`config.mk`:
```
export PLATFORM = sky130hd
export DESIGN_NAME = fetch_sequencer
export DESIGN_NICKNAME = d
export VERILOG_FILES = /design/src/rtl/fetch_pkg.sv /design/src/rtl/fetch_skid_buf.sv /design/src/rtl/fetch_sequencer.sv
export SDC_FILE = /design/constraint.sdc
export NUM_CORES = 1
export LEC_CHECK = 0
export CORE_MARGIN = 10
export CORE_UTILIZATION = 30
export CTS_BUF_LIST = sky130_fd_sc_hd__clkbuf_8
export DETAILED_ROUTE_END_ITERATION = 16
export GPL_TIMING_DRIVEN = 0
export SYNTH_ARGS = -nofsm -noshare
export SYNTH_HDL_FRONTEND = slang
export SYNTH_SLANG_ARGS = --single-unit
```
`constraint.sdc`:
```
create_clock -name clk -period 5.9 [get_ports clk]
set_clock_uncertainty 0.1 [all_clocks]
set_input_delay 1.77 -clock clk [delete_from_list [all_inputs] [get_ports clk]]
set_output_delay 1.77 -clock clk [all_outputs]
set_load 0.01 [all_outputs]
```
`src/rtl/fetch_pkg.sv`:
```
// rtl/fetch_pkg.sv - shared types and constants for the instruction-fetch stage
package fetch_pkg;

    typedef enum logic [1:0] {
        S_BOOT  = 2'd0,
        S_RUN   = 2'd1,
        S_BLOCK = 2'd2,
        S_KILL  = 2'd3
    } fetch_state_e;

    localparam int          INST_W          = 32;
    localparam logic [31:0] PC_STEP         = 32'd4;
    localparam logic [31:0] ADDR_ALIGN_MASK = 32'hFFFF_FFFC;

    function automatic logic [31:0] align_addr(input logic [31:0] addr);
        return addr & ADDR_ALIGN_MASK;
    endfunction

endpackage

```
`src/rtl/fetch_skid_buf.sv`:
```
// rtl/fetch_skid_buf.sv - one-entry {inst, pc_plus} holding register for frozen decode
module fetch_skid_buf
    import fetch_pkg::*;
(
    input  logic              clk,
    input  logic              rst_n,
    input  logic              load_i,
    input  logic              drain_i,
    input  logic              flush_i,
    input  logic [INST_W-1:0] inst_i,
    input  logic [31:0]       pc_plus_i,
    output logic              full_o,
    output logic [INST_W-1:0] inst_o,
    output logic [31:0]       pc_plus_o
);

    logic              full_q;
    logic [INST_W-1:0] inst_q;
    logic [31:0]       pc_plus_q;

    always_ff @(posedge clk or negedge rst_n) begin
        if (!rst_n) begin
            full_q    <= 1'b0;
            inst_q    <= '0;
            pc_plus_q <= '0;
        end else if (flush_i) begin
            full_q <= 1'b0;
        end else if (load_i) begin
            full_q    <= 1'b1;
            inst_q    <= inst_i;
            pc_plus_q <= pc_plus_i;
        end else if (drain_i) begin
            full_q <= 1'b0;
        end
    end

    assign full_o    = full_q;
    assign inst_o    = inst_q;
    assign pc_plus_o = pc_plus_q;

endmodule

```
`src/rtl/fetch_sequencer.sv`:
```
// rtl/fetch_sequencer.sv - PC owner and req/ack instruction-memory sequencer
module fetch_sequencer
    import fetch_pkg::*;
#(
    parameter logic [31:0] RESET_PC   = 32'h0000_0000,
    parameter int          WAIT_LIMIT = 16
) (
    input  logic              clk,
    input  logic              rst,
    input  logic              freeze,
    input  logic              branch_taken,
    input  logic [31:0]       branch_address,
    output logic              mem_req,
    output logic [31:0]       mem_addr,
    input  logic              mem_ack,
    input  logic [INST_W-1:0] mem_rdata,
    output logic              if_valid,
    output logic [INST_W-1:0] if_inst,
    output logic [31:0]       if_pc_plus,
    output logic              fetch_err
);

    localparam int                CNT_W   = $clog2(WAIT_LIMIT + 1);
    localparam logic [CNT_W-1:0]  CNT_MAX = CNT_W'(WAIT_LIMIT);

    fetch_state_e      state_q;
    logic [31:0]       pc_q;
    logic [31:0]       tgt_q;
    logic [CNT_W-1:0]  wait_cnt_q;
    logic              fetch_err_q;
    logic              if_valid_q;
    logic [INST_W-1:0] if_inst_q;
    logic [31:0]       if_pc_plus_q;

    logic              req;
    logic              stall;
    logic              consume;
    logic              accept;
    logic              to_out;
    logic              to_skid;
    logic              skid_drain;
    logic              skid_full;
    logic [INST_W-1:0] skid_inst;
    logic [31:0]       skid_pc_plus;
    logic [31:0]       br_tgt;
    logic [31:0]       pc_next_seq;

    // In S_KILL pc_q still holds the abandoned address so mem_addr stays stable
    assign req         = (state_q == S_RUN) || (state_q == S_KILL);
    assign stall       = req && !mem_ack;
    assign consume     = if_valid_q && !freeze;
    assign accept      = (state_q == S_RUN) && mem_ack && !branch_taken;
    assign to_out      = accept && (!if_valid_q || consume);
    assign to_skid     = accept && !to_out;
    assign skid_drain  = (state_q == S_BLOCK) && consume && !branch_taken;
    assign br_tgt      = align_addr(branch_address);
    assign pc_next_seq = pc_q + PC_STEP;

    fetch_skid_buf u_skid (
        .clk       (clk),
        .rst_n     (rst),
        .load_i    (to_skid),
        .drain_i   (skid_drain),
        .flush_i   (branch_taken),
        .inst_i    (mem_rdata),
        .pc_plus_i (pc_next_seq),
        .full_o    (skid_full),
        .inst_o    (skid_inst),
        .pc_plus_o (skid_pc_plus)
    );

    always_ff @(posedge clk or negedge rst) begin
        if (!rst) begin
            state_q      <= S_BOOT;
            pc_q         <= RESET_PC;
            tgt_q        <= RESET_PC;
            wait_cnt_q   <= '0;
            fetch_err_q  <= 1'b0;
            if_valid_q   <= 1'b0;
            if_inst_q    <= '0;
            if_pc_plus_q <= '0;
        end else begin
            if (!stall) begin
                wait_cnt_q <= '0;
            end else if (wait_cnt_q != CNT_MAX) begin
                wait_cnt_q <= wait_cnt_q + CNT_W'(1);
            end
            if (wait_cnt_q == CNT_MAX) begin
                fetch_err_q <= 1'b1;
            end

            if (branch_taken) begin
                if_valid_q <= 1'b0;
                if (stall) begin
                    state_q <= S_KILL;
                    tgt_q   <= br_tgt;
                end else begin
                    state_q <= S_RUN;
                    pc_q    <= br_tgt;
                end
            end else begin
                if (to_out) begin
                    if_valid_q   <= 1'b1;
                    if_inst_q    <= mem_rdata;
                    if_pc_plus_q <= pc_next_seq;
                end else if (skid_drain && skid_full) begin
                    if_valid_q   <= 1'b1;
                    if_inst_q    <= skid_inst;
                    if_pc_plus_q <= skid_pc_plus;
                end else if (consume) begin
                    if_valid_q <= 1'b0;
                end

                case (state_q)
                    S_BOOT: state_q <= S_RUN;
                    S_RUN: begin
                        if (mem_ack) begin
                            pc_q <= pc_next_seq;
                            if (to_skid) begin
                                state_q <= S_BLOCK;
                            end
                        end
                    end
                    S_BLOCK: begin
                        if (skid_drain) begin
                            state_q <= S_RUN;
                        end
                    end
                    S_KILL: begin
                        if (mem_ack) begin
                            pc_q    <= tgt_q;
                            state_q <= S_RUN;
                        end
                    end
                    default: state_q <= S_BOOT;
                endcase
            end
        end
    end

    assign mem_req    = req;
    assign mem_addr   = pc_q;
    assign if_valid   = if_valid_q;
    assign if_inst    = if_inst_q;
    assign if_pc_plus = if_pc_plus_q;
    assign fetch_err  = fetch_err_q;

endmodule

```
==> metrics.log <==
[metrics] status: finished, final reports clean
[metrics] met1 routed wirelength after detailed routing: 14100 um
[metrics] Remaining DRCs: 0
[metrics] setup bufs post-CTS: 0
[metrics] kind of capture point of the worst setup path: flip-flop
[metrics] total cell area at the placement stage: 0.0114 mm2
[metrics] leakage power total: 5.10 nW
[metrics] final worst path period need: 3.82 ns
[metrics] post-DR vias/cell: 5.04
[metrics] period utilisation layout: 64.7%
[metrics] buffer depth of the longest clock path: 2
[metrics] sort of element at the start of the critical path: input port
[metrics] Cells on Worst Hold Path: 2
[metrics] critical-path cell list: clkdlybuf4s50_1 > nor2b_1 > nand4_1 > clkbuf_1 > clkbuf_1 > o21ai_0
[metrics] Antenna Cells: 0
[metrics] sequential cell area fraction in the yosys report: 52.3%
[metrics] smallest hold slack: 0.383 ns
[metrics] quantity of hold-fixing buffers added after cts: 0
[metrics] unrepaired setup endpoints after global routing: no
[metrics] number of nets in the layout: 1253
[metrics] startpoint of the worst register-to-register path: state_q[0]
[metrics] Worst R2R End: mem_addr[27]
[metrics] row count: 64
[metrics] TritonCTS clock tree: done
[metrics] Yosys warning count: 0
[metrics] max-capacitance violation count: 0
[metrics] slew at the pin closest to its max-slew limit: 0.920 ns
[metrics] relative max-transition margin: 38.6%
[metrics] post-synthesis register bit count: 194
[metrics] classification of the worst-slack hold path: flip-flop to flip-flop
[metrics] crit-path leading delay family: buffers and inverters
[metrics] global-route wire length before repair: 47300 um
[metrics] H-tree depth: 4
[metrics] Main synth FF type: sky130_fd_sc_hd__dfrtp_1
[metrics] Clk Tree Root Cell: sky130_fd_sc_hd__clkbuf_8
[metrics] Iteration-0 DRC Markers: 634
[metrics] cell count of the worst reg-to-reg path: 5
[metrics] clock insertion delay at the later pin of the skew report: 0.48 ns
[metrics] total of endpoints with negative setup slack in the final report: 0
[metrics] number of standard cells in the layout, taps in and fillers out: 1589
[metrics] Port Buffer Count: 160
[metrics] achievable clock frequency: 0.262 GHz
[metrics] num ports: 168
[metrics] routability cong.: 0.885
[metrics] Distinct cells, synth: 67
[metrics] total half-perimeter wirelength after legalization and detailed placement: 22200 um
[metrics] highest fanout seen on the critical path: 10
[metrics] effective utilization at floorplan: 30.4%
[metrics] number of global-route vias before repair: 7903
[metrics] Die H: 196 um
[metrics] post-DR wirelength/cell: 19.0 um
[metrics] synthesized instance count: 998
[metrics] global-route congestion overflow total: 0
[metrics] average cell area after synthesis: 9.31 um2
[metrics] Sinks on Clock Net: 194
[metrics] arrival time at the worst endpoint: 4.04 ns
[metrics] finished layout cell area: 0.0118 mm2
[metrics] count of placed standard cells including taps: 1558
[metrics] DIE WIDTH: 196 um
[metrics] Pins Over Slew Limit: 0
[metrics] number of buffer and inverter stages on the critical path: 3
[metrics] max layer used: met4
[metrics] CP dominant cell by count: sky130_fd_sc_hd__clkbuf_1
[metrics] number of antenna violations at the first check in global routing: 0
[metrics] Crit path depth: 6
[metrics] critical path type: input port to flip-flop
[metrics] count of endpoints failing hold in the final timing report: 0
[metrics] Core Box Area: 0.0306 mm2
[metrics] routed via count: 8005
[metrics] router iterations before antenna repair: 5
[metrics] Overall Power: 3.72 mW
[metrics] fraction of final layout cells sized beyond drive strength 1: 10.8%
[metrics] detailed route wirelength on metal3: 2010 um
[metrics] maximum number of pins on one net before global-route repair: 113
[metrics] hold worst-path end: u_skid.pc_plus_o[2]
[metrics] power per cell area: 315 mW/mm2
[metrics] clock-pin transition on the worst setup and hold timing paths: 0.10 ns
[metrics] VDD IR-drop max: 0.125 mV
[metrics] setup slack of the worst register-to-register path: 3.46 ns
[metrics] total track usage: 15.6%
[metrics] number of enable-type register cells in the synthesized netlist: 0
[metrics] cell at the slowest stage of the critical path: sky130_fd_sc_hd__clkbuf_1
[metrics] Worst Hold Launch: u_skid.pc_plus_o[2]
[metrics] biggest cell delay along the critical path: 0.54 ns
[metrics] signed area change from the synthesized netlist to the final layout: 27.0%
[metrics] post-route antenna net violation count: 0
[metrics] ys async rst share: 100%
[metrics] number of instances resized during post-cts repair: 0
[metrics] Total Die Area: 0.0384 mm2
[metrics] routed wire length: 30200 um
[metrics] met2 routed WL: 13400 um
[metrics] netlist area before placement: 0.00929 mm2
[metrics] CTS Buf Count: 17
[metrics] Critical Path RT: 6.12 ns
## placed cells by master (no fill, tap or decap), types with 17 or more instances in the layout
cell                              Yosys  routed
sky130_fd_sc_hd__clkdlybuf4s50_1      0     159
sky130_fd_sc_hd__mux2_2              42      42
sky130_fd_sc_hd__a21oi_1             32      32
sky130_fd_sc_hd__xnor2_1             17      17
sky130_fd_sc_hd__nand2_1            252     252
sky130_fd_sc_hd__clkbuf_1            40      40
sky130_fd_sc_hd__nand3_1             17      17
sky130_fd_sc_hd__buf_2               26      26
sky130_fd_sc_hd__o21ai_0             81      81
sky130_fd_sc_hd__a31oi_1             43      43
sky130_fd_sc_hd__dfrtp_1            194     194
sky130_fd_sc_hd__nor2_1              78      78
sky130_fd_sc_hd__clkbuf_8             0      18
## cell usage after synthesis (3+ instances only)
cell type | number | area share, %
sky130_fd_sc_hd__o22a_1 | 3 | 0.28
sky130_fd_sc_hd__a22o_1 | 3 | 0.28
sky130_fd_sc_hd__dfrtp_1 | 194 | 52
sky130_fd_sc_hd__o21a_1 | 3 | 0.24
sky130_fd_sc_hd__nand4_1 | 14 | 0.94
sky130_fd_sc_hd__a22oi_1 | 12 | 0.97
sky130_fd_sc_hd__a31oi_1 | 43 | 2.9
sky130_fd_sc_hd__nor2_1 | 78 | 3.2
sky130_fd_sc_hd__o21ai_0 | 81 | 4.4
sky130_fd_sc_hd__and3_1 | 13 | 0.88
sky130_fd_sc_hd__a2bb2oi_1 | 4 | 0.38
sky130_fd_sc_hd__o31ai_1 | 3 | 0.24
sky130_fd_sc_hd__clkbuf_1 | 40 | 1.6
sky130_fd_sc_hd__xor2_1 | 14 | 1.3
sky130_fd_sc_hd__and2_1 | 5 | 0.34
sky130_fd_sc_hd__xnor2_1 | 17 | 1.6
sky130_fd_sc_hd__mux2i_1 | 3 | 0.32
sky130_fd_sc_hd__nand3_1 | 17 | 0.92
sky130_fd_sc_hd__nand2_1 | 252 | 10
sky130_fd_sc_hd__buf_4 | 5 | 0.40
sky130_fd_sc_hd__mux2_2 | 42 | 5.1
sky130_fd_sc_hd__o21ai_1 | 9 | 0.48
sky130_fd_sc_hd__and4_1 | 4 | 0.38
sky130_fd_sc_hd__nor4_4 | 3 | 0.69
sky130_fd_sc_hd__nor3_1 | 8 | 0.43
sky130_fd_sc_hd__or3_1 | 7 | 0.47
sky130_fd_sc_hd__nor2b_1 | 3 | 0.20
sky130_fd_sc_hd__a21o_1 | 3 | 0.24
sky130_fd_sc_hd__ha_1 | 3 | 0.40
sky130_fd_sc_hd__inv_1 | 8 | 0.32
sky130_fd_sc_hd__buf_2 | 26 | 1.4
sky130_fd_sc_hd__a21oi_1 | 32 | 1.7
## how the worst max path moves through the flow
stage                             from                    to  slack (ns)
after CTS                      mem_ack         u_skid.full_o        2.06
after global routing           mem_ack  u_skid.pc_plus_o[14]        1.88
final                          mem_ack         u_skid.full_o        2.08
after global placement             rst              tgt_q[7]       -5.60
after detailed placement       mem_ack         u_skid.full_o        1.55
after floorplan           branch_taken             tgt_q[10]        2.79
## through the flow
stage          TNS [ns]  worst slack, ns  utilization, %
2_1_floorplan         0             2.79               -
3_3_place_gp   -1082.61            -5.60            37.3
3_5_place_dp          0             1.55            37.4
4_1_cts               0             2.06            38.6
5_1_grt               0             1.88            38.6
6_report              0             2.08            38.6
## worst register-to-register path: stages (launching register included)
cell	delay (ns)
sky130_fd_sc_hd__dfrtp_1	0.38
sky130_fd_sc_hd__buf_2	0.22
sky130_fd_sc_hd__mux2i_2	0.67
sky130_fd_sc_hd__clkbuf_1	0.53
sky130_fd_sc_hd__a21oi_1	0.15
sky130_fd_sc_hd__a311oi_1	0.28
## sequential cells by signal, summed over array words and instances (netlist names)
name and flops:
fetch_err 1, if_inst 32, if_pc_plus 30, if_valid 1
mem_addr 30, state_q 2, tgt_q 30, u_skid.full_o 1
u_skid.inst_o 32, u_skid.pc_plus_o 30, wait_cnt_q 5
## cell families (layout without fill, tap and decap cells)
family	after synthesis	count (layout)	synth area share [%]
compound gates	214	214	13.7
mux	47	47	5.68
other cells	1	4	0.0404
simple gates	426	426	21.0
buf+inv	82	274	3.95
fa+ha+maj	3	3	0.404
flops	194	194	52.3
xor+xnor	31	31	2.92
## power breakdown
part	internal, mW	switching (mW)	total [mW]	leakage, nW
combinational	0.524	0.522	1.05	2.55
sequential	1.62	0.198	1.81	2.36
clock	0.319	0.538	0.857	0.185
## layout make-up
type / count / area (um2)
Timing Repair Buffer: 161 / 1630
Clock buffer: 18 / 248
Buffer: 74 / 337
Tap cell: 396 / 495
Inverter: 8 / 30.0
Clock inverter: 13 / 123
Sequential cell: 194 / 4850
Multi-Input combinational cell: 725 / 4080
Fill cell: 3108 / 18800
## metal layers
layer,up-vias,global-route usage [%]
met5,-,0
met4,0,5.09
met3,34,4.01
met2,263,23.8
met1,3901,21.0
li1,3807,-
No activity file was read; power rests on OpenSTA's default activity.
==> patch (same settings) <==
Change the parameter `WAIT_LIMIT` from 16 to 32.
--- a/src/rtl/fetch_sequencer.sv
+++ b/src/rtl/fetch_sequencer.sv
@@ -5,3 +5,3 @@
     parameter logic [31:0] RESET_PC   = 32'h0000_0000,
-    parameter int          WAIT_LIMIT = 16
+    parameter int          WAIT_LIMIT = 32
 ) (
Formal check against the unedited RTL: no difference found for any inputs over 4 cycles, from zero or initial values and one cycle with rst low; that may be too few to reach the edited logic, so the function may still have changed.
==> patch against the original RTL <==
- critical path depth grew 1
- cell area fell by 1.7%
- routed wire length decreased by 2.5%
- synthesized area shrank 2.5%
- total power down 3.6%
- combinational power down 11%
- sequential power down 3%
- setup slack got worse by 0.91 ns
- sequential cell count increased by 1
- worst hold slack better by 0.0072 ns
==> patch: results (changes against the original RTL) <==
metric,value,unit,change
synth_warnings,0,,unchanged
max_stage_delay,0.87,ns,was 0.54 ns
clkLatencyLatePin,0.47,ns,
p_leak,4.93,nW,was 5.10 nW
multi_input_gates,650,,was 725
netlist_instances,922,,was 998
num-fill-cells,2998,,was 3108
seq_cell_count,195,,was 194
synth-adder-area-share,0.00414,,was 0.00404
final_nets,1178,,was 1253
final-clk-cell-share,0.0342,,was 0.0314
dpl_cell_area,0.0112,mm2,was 0.0114 mm2
met3_length,2.06,mm,was 2.01 mm
synth_area_leaders,"dfrtp_1 (54%), mux2_2 (8.1%), nand2_1 (6.3%)",,"was dfrtp_1 (52%), nand2_1 (10%), mux2_2 (5.1%)"
synth_mux_area_frac,0.0830,,was 0.0568
cp.arrival,4.96,ns,was 4.04 ns
grt_util_met1,0.216,,was 0.210
outcome,finished clean,,unchanged
drt-initial-drc-count,672,,was 634
grt_pass1_vias,7478,,was 7903
seq_power_share,0.488,,about the same
gr-usage-met2,0.225,,was 0.238
die_width,194,um,was 196 um
gp_congestion,0.898,,was 0.885
crit_path_top_delay_cell,mux2i_1,,was clkbuf_1
gr-usage-met3,0.0420,,was 0.0401
syn_to_final_growth,28.0,%,was 27.0%
cts-root-buf,clkbuf_8,,unchanged
multi_input_area_share,0.333,,was 0.346
tightest_slew,1.03,ns,was 0.920 ns
place_hpwl,21.9,mm,was 22.2 mm
inv_count,14,,was 8
grt_first_pass_wirelength,45.6,mm,was 47.3 mm
min_path_type,reg -> reg,,unchanged
synth-xor-area-share,0.0290,,was 0.0292
num-nonclk-buffers,228,,was 235
track_usage,0.152,,was 0.156
clock_buffers,17,,was 18
swShare,0.325,,was 0.339
drive_gt1_frac,0.107,,was 0.108
grt_max_degree,106,,was 113
route.vias.total,7626,,was 8005
post_drt_wl_per_cell,19.5,um,was 19.0 um
synth_cell_types,63,,was 67
seqCellArea,0.00488,mm2,was 0.00485 mm2
dp.cells,1477,,was 1558
ir_drop,164,uV,was 125 uV
wl_met2,12.9,mm,was 13.4 mm
synth-compound-area-share,0.144,,was 0.137
clk_pin_slew_worst_paths,0.10,ns,about the same
wl_met1,14.1,mm,about the same
power.density,309,mW/mm2,was 315 mW/mm2
synthTopCellsByCount,"dfrtp_1 (195), nand2_1 (153), nor2_1 (78), o21ai_0 (73), mux2_2 (65)",,"was nand2_1 (252), dfrtp_1 (194), o21ai_0 (81), nor2_1 (78), a31oi_1 (43)"
nonClkBufAreaFrac,0.166,,was 0.167
place_ws,0.690,ns,was 1.55 ns
p_comb,936,uW,was 1.05 mW
via_per_inst,5.05,,was 5.04
yosysSeqAreaShare,0.539,,was 0.523
-- patch: cell count changes in the layout (fill, tap and decap cells not counted), moves of 5 or more --
cell	delta
buf_2	-21
mux2_2	+23
nor3_1	+9
clkbuf_1	+8
buf_1	+5
o21ai_1	-8
a21oi_1	+24
inv_1	+6
o21ai_0	-8
and3_1	+15
nand4_1	-6
nand2_1	-99
-- patch: path summary, 6_finish.rpt --
kind | startpoint | to | slack, ns | depth (start not counted)
hold / removal | u_skid.pc_plus_o[9] | u_skid.pc_plus_o[9] | 0.39 | 2
max in group asynchronous | rst | tgt_q[28] | 3.54 | 2
min in group asynchronous | rst | if_inst[10] | 1.19 | 1
setup / recovery | mem_ack | if_pc_plus[30] | 1.17 | 7
hold reg to reg | u_skid.pc_plus_o[9] | u_skid.pc_plus_o[9] | 0.39 | 2
setup reg to reg | state_q[0] | if_pc_plus[30] | 2.38 | 7
